$ cat config.mk
export PLATFORM = sky130hd
export DESIGN_NAME = hex_string_tx
export DESIGN_NICKNAME = d
export VERILOG_FILES = /design/src/rtl/hex_pkg.sv /design/src/rtl/hex_nibble_ascii.sv /design/src/rtl/hex_string_tx.sv
export SDC_FILE = /design/constraint.sdc
export NUM_CORES = 1
export LEC_CHECK = 0
export ABC_AREA = 1
export BUFFER_PORTS_ARGS = -buffer_cell sky130_fd_sc_hd__buf_2
export CAP_MARGIN = 10
export CELL_PAD_IN_SITES_DETAIL_PLACEMENT = 1
export CELL_PAD_IN_SITES_GLOBAL_PLACEMENT = 1
export CORE_UTILIZATION = 32
export DETAILED_ROUTE_END_ITERATION = 6
export PLACE_DENSITY = 0.8
export SYNTH_ARGS = -nofsm -noshare
export SYNTH_HDL_FRONTEND = slang
export SYNTH_HIERARCHICAL = 1
export SYNTH_SLANG_ARGS = --single-unit
$ cat constraint.sdc
create_clock -name i_clk -period 1.3 [get_ports i_clk]
set_clock_uncertainty 0.1 [all_clocks]
set_input_delay 0 -clock i_clk [delete_from_list [all_inputs] [get_ports i_clk]]
set_output_delay 0 -clock i_clk [all_outputs]
set_load 0.01 [all_outputs]
$ cat src/rtl/hex_pkg.sv
// Shared definitions for the hex string transmitter: FSM state encoding,
// ASCII constants and digit-counter sizing.
package hex_pkg;

  typedef enum logic [2:0] {
    IDLE  = 3'd0,
    PFX_0 = 3'd1,
    PFX_X = 3'd2,
    DIGIT = 3'd3,
    CR    = 3'd4,
    LF    = 3'd5
  } hex_state_e;

  localparam logic [7:0] ASCII_ZERO    = 8'h30;
  localparam logic [7:0] ASCII_X       = 8'h78;
  localparam logic [7:0] ASCII_CR      = 8'h0D;
  localparam logic [7:0] ASCII_LF      = 8'h0A;
  localparam logic [7:0] ASCII_UPPER_A = 8'h41;
  localparam logic [7:0] ASCII_LOWER_A = 8'h61;

  // A single-digit word still needs a 1-bit counter.
  function automatic int cnt_width(input int width);
    return (width / 4 > 1) ? $clog2(width / 4) : 1;
  endfunction

endpackage

$ cat src/rtl/hex_nibble_ascii.sv
// Combinational nibble to ASCII hex digit encoder; every 4-bit value has a
// valid character, so there is no error output.
module hex_nibble_ascii
  import hex_pkg::*;
#(
  parameter bit LOWERCASE = 1'b0
) (
  input  logic [3:0] nibble,
  output logic [7:0] ascii
);

  always_comb begin
    if (nibble < 4'd10) begin
      ascii = ASCII_ZERO + {4'h0, nibble};
    end else if (LOWERCASE) begin
      ascii = ASCII_LOWER_A + {4'h0, nibble} - 8'd10;
    end else begin
      ascii = ASCII_UPPER_A + {4'h0, nibble} - 8'd10;
    end
  end

endmodule

$ cat src/rtl/hex_string_tx.sv
// Converts a captured data word into a stream of ASCII hex characters.
// Optional trailing CR LF is built when HEX_STRING_TX_CRLF_EN is defined.
module hex_string_tx
  import hex_pkg::*;
#(
  parameter int WIDTH     = 16,
  parameter int LOWERCASE = 0,
  parameter int PREFIX    = 0
) (
  input  logic             i_clk,
  input  logic             i_rst,
  input  logic [WIDTH-1:0] i_data,
  input  logic             i_start,
  output logic             o_busy,
  output logic [7:0]       o_byte,
  output logic             o_valid,
  input  logic             i_ready,
  output logic             o_done,
  output hex_state_e       o_state
);

  localparam int NDIG = WIDTH / 4;
  localparam int CW   = cnt_width(WIDTH);
  localparam logic [CW-1:0] LAST_CNT = CW'(NDIG - 1);

  hex_state_e       state_q, state_d;
  logic [CW-1:0]    cnt_q, cnt_d;
  logic [WIDTH-1:0] sh_q, sh_d;
  logic             done_q, done_d;
  logic [7:0]       digit_ascii;
  logic             xfer;

  // Handshake: o_byte moves downstream on every rising edge where
  // o_valid && i_ready; o_valid never drops and o_byte never changes
  // before that edge, and i_ready may depend combinationally on o_valid.
  assign o_valid = (state_q != IDLE);
  assign o_busy  = (state_q != IDLE);
  assign o_done  = done_q;
  assign o_state = state_q;
  assign xfer    = o_valid && i_ready;

  hex_nibble_ascii #(
    .LOWERCASE(LOWERCASE != 0)
  ) u_nibble (
    .nibble(sh_q[WIDTH-1 -: 4]),
    .ascii (digit_ascii)
  );

  always_ff @(posedge i_clk or posedge i_rst) begin
    if (i_rst) begin
      state_q <= IDLE;
      cnt_q   <= '0;
      sh_q    <= '0;
      done_q  <= 1'b0;
    end else begin
      state_q <= state_d;
      cnt_q   <= cnt_d;
      sh_q    <= sh_d;
      done_q  <= done_d;
    end
  end

  always_comb begin
    state_d = state_q;
    cnt_d   = cnt_q;
    sh_d    = sh_q;
    done_d  = 1'b0;
    case (state_q)
      IDLE: begin
        if (i_start) begin
          sh_d    = i_data;
          cnt_d   = '0;
          state_d = (PREFIX != 0) ? PFX_0 : DIGIT;
        end
      end
      PFX_0: if (xfer) state_d = PFX_X;
      PFX_X: if (xfer) state_d = DIGIT;
      DIGIT: begin
        if (xfer) begin
          // The top nibble is always the one on o_byte.
          sh_d = sh_q << 4;
          if (cnt_q == LAST_CNT) begin
            cnt_d = '0;
`ifdef HEX_STRING_TX_CRLF_EN
            state_d = CR;
`else
            state_d = IDLE;
            done_d  = 1'b1;
`endif
          end else begin
            cnt_d = cnt_q + 1'b1;
          end
        end
      end
`ifdef HEX_STRING_TX_CRLF_EN
      CR: if (xfer) state_d = LF;
      LF: begin
        if (xfer) begin
          state_d = IDLE;
          done_d  = 1'b1;
        end
      end
`endif
      default: state_d = IDLE;
    endcase
  end

  always_comb begin
    o_byte = 8'h00;
    case (state_q)
      PFX_0: o_byte = ASCII_ZERO;
      PFX_X: o_byte = ASCII_X;
      DIGIT: o_byte = digit_ascii;
`ifdef HEX_STRING_TX_CRLF_EN
      CR:    o_byte = ASCII_CR;
      LF:    o_byte = ASCII_LF;
`endif
      default: o_byte = 8'h00;
    endcase
  end

endmodule

### Word-level counts from Yosys, hierarchy flattened

Cells that the tools add are included.

* register bits: 22
* input port bits: 20
* output and inout port bits: 14
* word-level logic and storage cells: 42

* add/subtract/negate cells: 4
* $lt $le $gt $ge: 1
* equal/unequal tests: 9
* mux-type cells: 18
* reduce and logical (&&, ||, !) cells: 6

Operator list (count)
* 2-to-1 mux 16 bit: 2
* one-hot mux 16 bit (2 select lines): 1
* one-hot mux 8 bit (3 select lines): 1
* 2-to-1 mux 3 bit: 5
* one-hot mux 3 bit (4 select lines): 1
* inequality test 2 bit, second input constant: 5
* adder 7 x 4 -> 8 bit, first input constant: 1
* 2-to-1 mux 8 bit: 1
* subtractor 8 x 4 -> 8 bit, second input constant: 1
* adder 6 x 4 -> 7 bit, first input constant: 1
* == test 3 x 2 -> 1 bit, second input constant: 2
* 2-to-1 mux 2 bit: 3
* AND reduction 5 bit: 1
* less-than comparator 4 bit, second input constant: 1
* one-hot mux 2 bit (2 select lines): 1
* == test 3 x 1 -> 1 bit, second input constant: 1
* zero test 3 bit: 1
* 2-to-1 mux 1 bit: 3
* AND reduction 3 bit: 1
* nonzero test 3 bit: 1
* adder 2 x 1 -> 2 bit, second input constant: 1
* == test 2 bit, second input constant: 1
* nonzero test 2 bit: 1
* logical AND 1 bit: 1

### Logic depth before layout (Yosys ltp)

* depth after elaboration: 4
* mapped depth: 8

### Modules after synthesis

Netlist, hierarchy kept.

Modules (own cells, without submodules)
* hex_string_tx: times used 1, cells an instance 149, area an instance 1106.1 um2
* hex_nibble_ascii: times used 1, cells an instance 25, area an instance 123.9 um2

### Least setup slack after synthesis

No wires, ideal clock.

* path type: register to register
* start point: register state_q[1], in the netlist o_state[1]
* end point: register cnt_q[1]
* library setup time: 0.117 ns
* data arrival time: 1.106 ns
* data required time: 1.083 ns
* slack: -0.023 ns
* cell stages (with the launch flop): 7
* path buffers: 0
* clock period less this slack: 1.323 ns
* path through: dfrtp_1 > nor2_2 > nand2_2 > nand2_4 > inv_1 > nand2_1 > nand2_1

* cells in the longest elaborated chain, start to end: 4

Ends and longest elaborated chain
* from (decl): RTL line hex_string_tx.sv:26 `hex_state_e state_q, state_d;`
* from (signal assigned): RTL line hex_string_tx.sv:56 `state_q <= state_d;`
* nonzero test 3 bit: RTL line hex_string_tx.sv:36 `assign o_valid = (state_q != IDLE);`
* logical AND 1 bit: RTL line hex_string_tx.sv:40 `assign xfer = o_valid && i_ready;`
* inequality test 2 bit (no source line)
* AND reduction 3 bit (no source line)
* to (signal assigned): RTL line hex_string_tx.sv:57 `cnt_q <= cnt_d;`
* to (decl): RTL line hex_string_tx.sv:27 `logic [CW-1:0] cnt_q, cnt_d;`

Several ways; a longest one is shown, not always the timed one.
A chain may end at the register's enable or synchronous reset.

### Final worst setup path

* start point: register sh_q[12]
* end point: output port o_byte[1]

* cells in the longest elaborated chain, start to end: 4

Ends and longest elaborated chain
* from (decl): RTL line hex_string_tx.sv:28 `logic [WIDTH-1:0] sh_q, sh_d;`
* from (signal assigned): RTL line hex_string_tx.sv:53 `sh_q <= '0;`
* from (signal assigned): RTL line hex_string_tx.sv:58 `sh_q <= sh_d;`
* adder 7 x 4 -> 8 bit: RTL line hex_nibble_ascii.sv:18 `ascii = ASCII_UPPER_A + {4'h0, nibble} - 8'd10;`
* subtractor 8 x 4 -> 8 bit: RTL line hex_nibble_ascii.sv:18
* 2-to-1 mux 8 bit *: RTL line hex_nibble_ascii.sv:13 `if (nibble < 4'd10) begin`
* net digit_ascii[1]: RTL line hex_string_tx.sv:30 `logic [7:0] digit_ascii;`
* one-hot mux 8 bit (3 select lines) *: RTL line hex_string_tx.sv:110 `case (state_q)`
* to (decl): RTL line hex_string_tx.sv:15 `output logic [7:0] o_byte,`

The timed path passes the listed nets; every way through them passes the cells marked *.

==> results.txt <==
Diode count: 0
Num CTS Buffers: 3
CP top delay family: flip-flops
GRT Total Usage: 0.205
GR Layer Usage met3: 0.0232
PnR worst setup slack: -172 ps
# IOs: 34
Final setup fails: 23
Fmax: 679 MHz
Setup TNS: -1470 ps
Violated checks: setup timing
Cell variety after synth: 21
Pins Over Slew Limit: 0
WP buf/inv: 3
Clock insertion delay at the later pin of the skew report: 270 ps
DP Area: 1490 um2
DIE AREA: 4100 um2
Most used routing layer: met2
CTS tree: yes
Post-synthesis instance area: 1230 um2
Starting density of the core: 0.336
MaxCap Viol Count: 0
Crit path DAT: 1370 ps
First-pass GRT wire length: 6350 um
Unrepaired setup endpoints after global routing: true
Grt total ovfl: 0
Post-Syn Area per Cell: 7.07 um2
Mapped Cells: 174
Worst-path fanout max: 2
Ratio of cells with drive above 1 in the final layout: 0.512
Setup WS pre-CTS: -21.9 ps
Area Overhead vs Synth: 79.1%
RD Place Congestion: 0.738
H-Tree Depth: 1
Number of fill cells: 429
Period utilisation layout: 1.13
HP Class: in -> reg
Critical-path cell list: inv_2 > ha_4 > nand3b_1 > nand2_1 > inv_1 > nor2_1 > buf_2
Ys Warns: 6
Initial DRT Pass Iterations: 4
Kind of critical path: reg -> out
ANT nets after route: 0
CTS Root Cell: clkbuf_8
Number of port buffers: 31
Slowest stage cell, crit path: dfrtp_1
Most common cell after layout, fill and taps aside: nand2_1
Static leakage: 1.17 nW
Hold depth: 5
Max clock buf depth: 2
Cell Rows: 22
R2r worst-path depth: 5
Final hold violation count: 0
Nets: 265
Levels on crit path: 7
Most frequent cells in the layout: 33 x nand2_1, 31 x buf_2, 22 x inv_1
Detailed Route WL: 4600 um
M1 GR Usage: 0.225
WP data required: 1200 ps
Sequential share of the synthesized area: 0.427
DR vias/cell: 4.70
Chip Width: 64.0 um
Worst setup SP type: flip-flop
CTS Sinks: 21
Worst-path clk slew: 80 ps
Antenna violations before repair: 0
Pin count of the biggest net entering global routing: 22
Pwr Density: 2450 nW/um2
Met2 GRT Util: 0.403
Power Total: 5.39 mW
Worst ir drop on vdd: 1030 uV
Vias in the first global route: 1,411
DRC Markers: 0
Final instance area: 2200 um2
Net Count, Synth: 196
Die Span Y: 64.0 um
Drt initial violations: 26
FF+latch count, synth: 21
Outcome: finished with violations
Placeable core area: 3660 um2
Wire length per cell: 15.9 um
Detailed-route via count: 1,363
Critical path endpoint category: output port
Final min period: 1470 ps
Detailed placer's ending HPWL: 2220 um
Slowest cell delay on critical path: 390 ps
## metrics by stage
stage | std cells | hold slack (ps) | utilization
3_3_place_gp | 253 | -51.7 | 0.406
2_1_floorplan | 174 | -123 | -
6_report | 290 | 2.75 | 0.602
5_1_grt | 290 | 32.0 | 0.602
4_1_cts | 286 | 3.33 | 0.520
3_5_place_dp | 253 | -50.0 | 0.406
## repair_timing
item | in CTS | in global routing
hold buffers | 18 | 0
buffers inserted | 10 | 3
endpoints found under the hold margin | 37 | 0
gates resized for setup | 23 | 74
pin swaps | 19 | 18
gates cloned | 2 | 2
setup endpoints to repair | 15 | 26
## per-layer routing
| metal | up-vias | wire length (um) |
|---|---|---|
| li1 | 664 | - |
| met4 | 0 | 86 |
| met2 | 28 | 2520 |
| met1 | 664 | 1900 |
| met5 | - | 0 |
| met3 | 7 | 92 |
## worst reg2reg max path, stage by stage (launching register included)
cell,delay (ps)
dfrtp_2,450
nand2_4,130
buf_12,180
o21ai_0,360
nand2_4,70
nand2_1,70
## synth_stat cells
cell	instances	share of area
nand2_1	57	0.17
o21ai_2	3	0.021
inv_1	28	0.085
buf_4	3	0.018
nor2_1	12	0.037
inv_2	1	0.0030
o21ai_0	13	0.053
nor2_2	2	0.010
conb_1	2	0.0061
nand2_4	1	0.0092
ha_1	2	0.020
nand3b_1	1	0.0061
nand2_2	3	0.015
o21ai_1	11	0.045
nand4_1	1	0.0051
buf_2	1	0.0041
buf_8	1	0.012
clkbuf_1	2	0.0061
dfrtp_1	21	0.43
nand3_1	8	0.033
buf_6	1	0.0092
## final timing paths
kind / from / to / slack, ps
max: sh_q[12] / o_byte[1] / -170
min: i_data[8] / sh_q[8] / 3
max reg2reg: o_state[0] / sh_q[14] / -110
min reg2reg: cnt_q[0] / cnt_q[0] / 430
max in group asynchronous: i_rst / sh_q[15] / 600
min in group asynchronous: i_rst / sh_q[7] / 250
## final cells by class
| cell class | instances | area, um2 | area share |
|---|---|---|---|
| multi-input cells | 116 | 822 | 0.373 |
| repair buffers | 72 | 633 | 0.287 |
| flip-flops and latches | 21 | 531 | 0.241 |
| inverters | 29 | 111 | 0.0505 |
| well taps | 48 | 60.1 | 0.0273 |
| clock buffers | 3 | 41.3 | 0.0187 |
| clock inverters | 1 | 5.00 | 0.00227 |
## state kept, by name, indices dropped and copies added, names as in the netlist
name / flops
sh_q: 16
cnt_q: 2
o_state: 2
o_done: 1
## cells by family after synthesis
kind of cell | after synthesis | synth area share
adder cells (fa/ha/maj) | 2 | 0.0203
flip-flops | 21 | 0.427
AO/OA/AOI/OAI | 27 | 0.119
AND/OR/NAND/NOR | 85 | 0.289
other | 2 | 0.00611
buffers and inverters | 37 | 0.138
## report_power, final
| part | switching (mW) | internal [mW] |
|---|---|---|
| clock | 0.236 | 0.215 |
| sequential | 0.252 | 0.958 |
| combinational | 2.05 | 1.69 |
(Power assumes the default switching activity.)
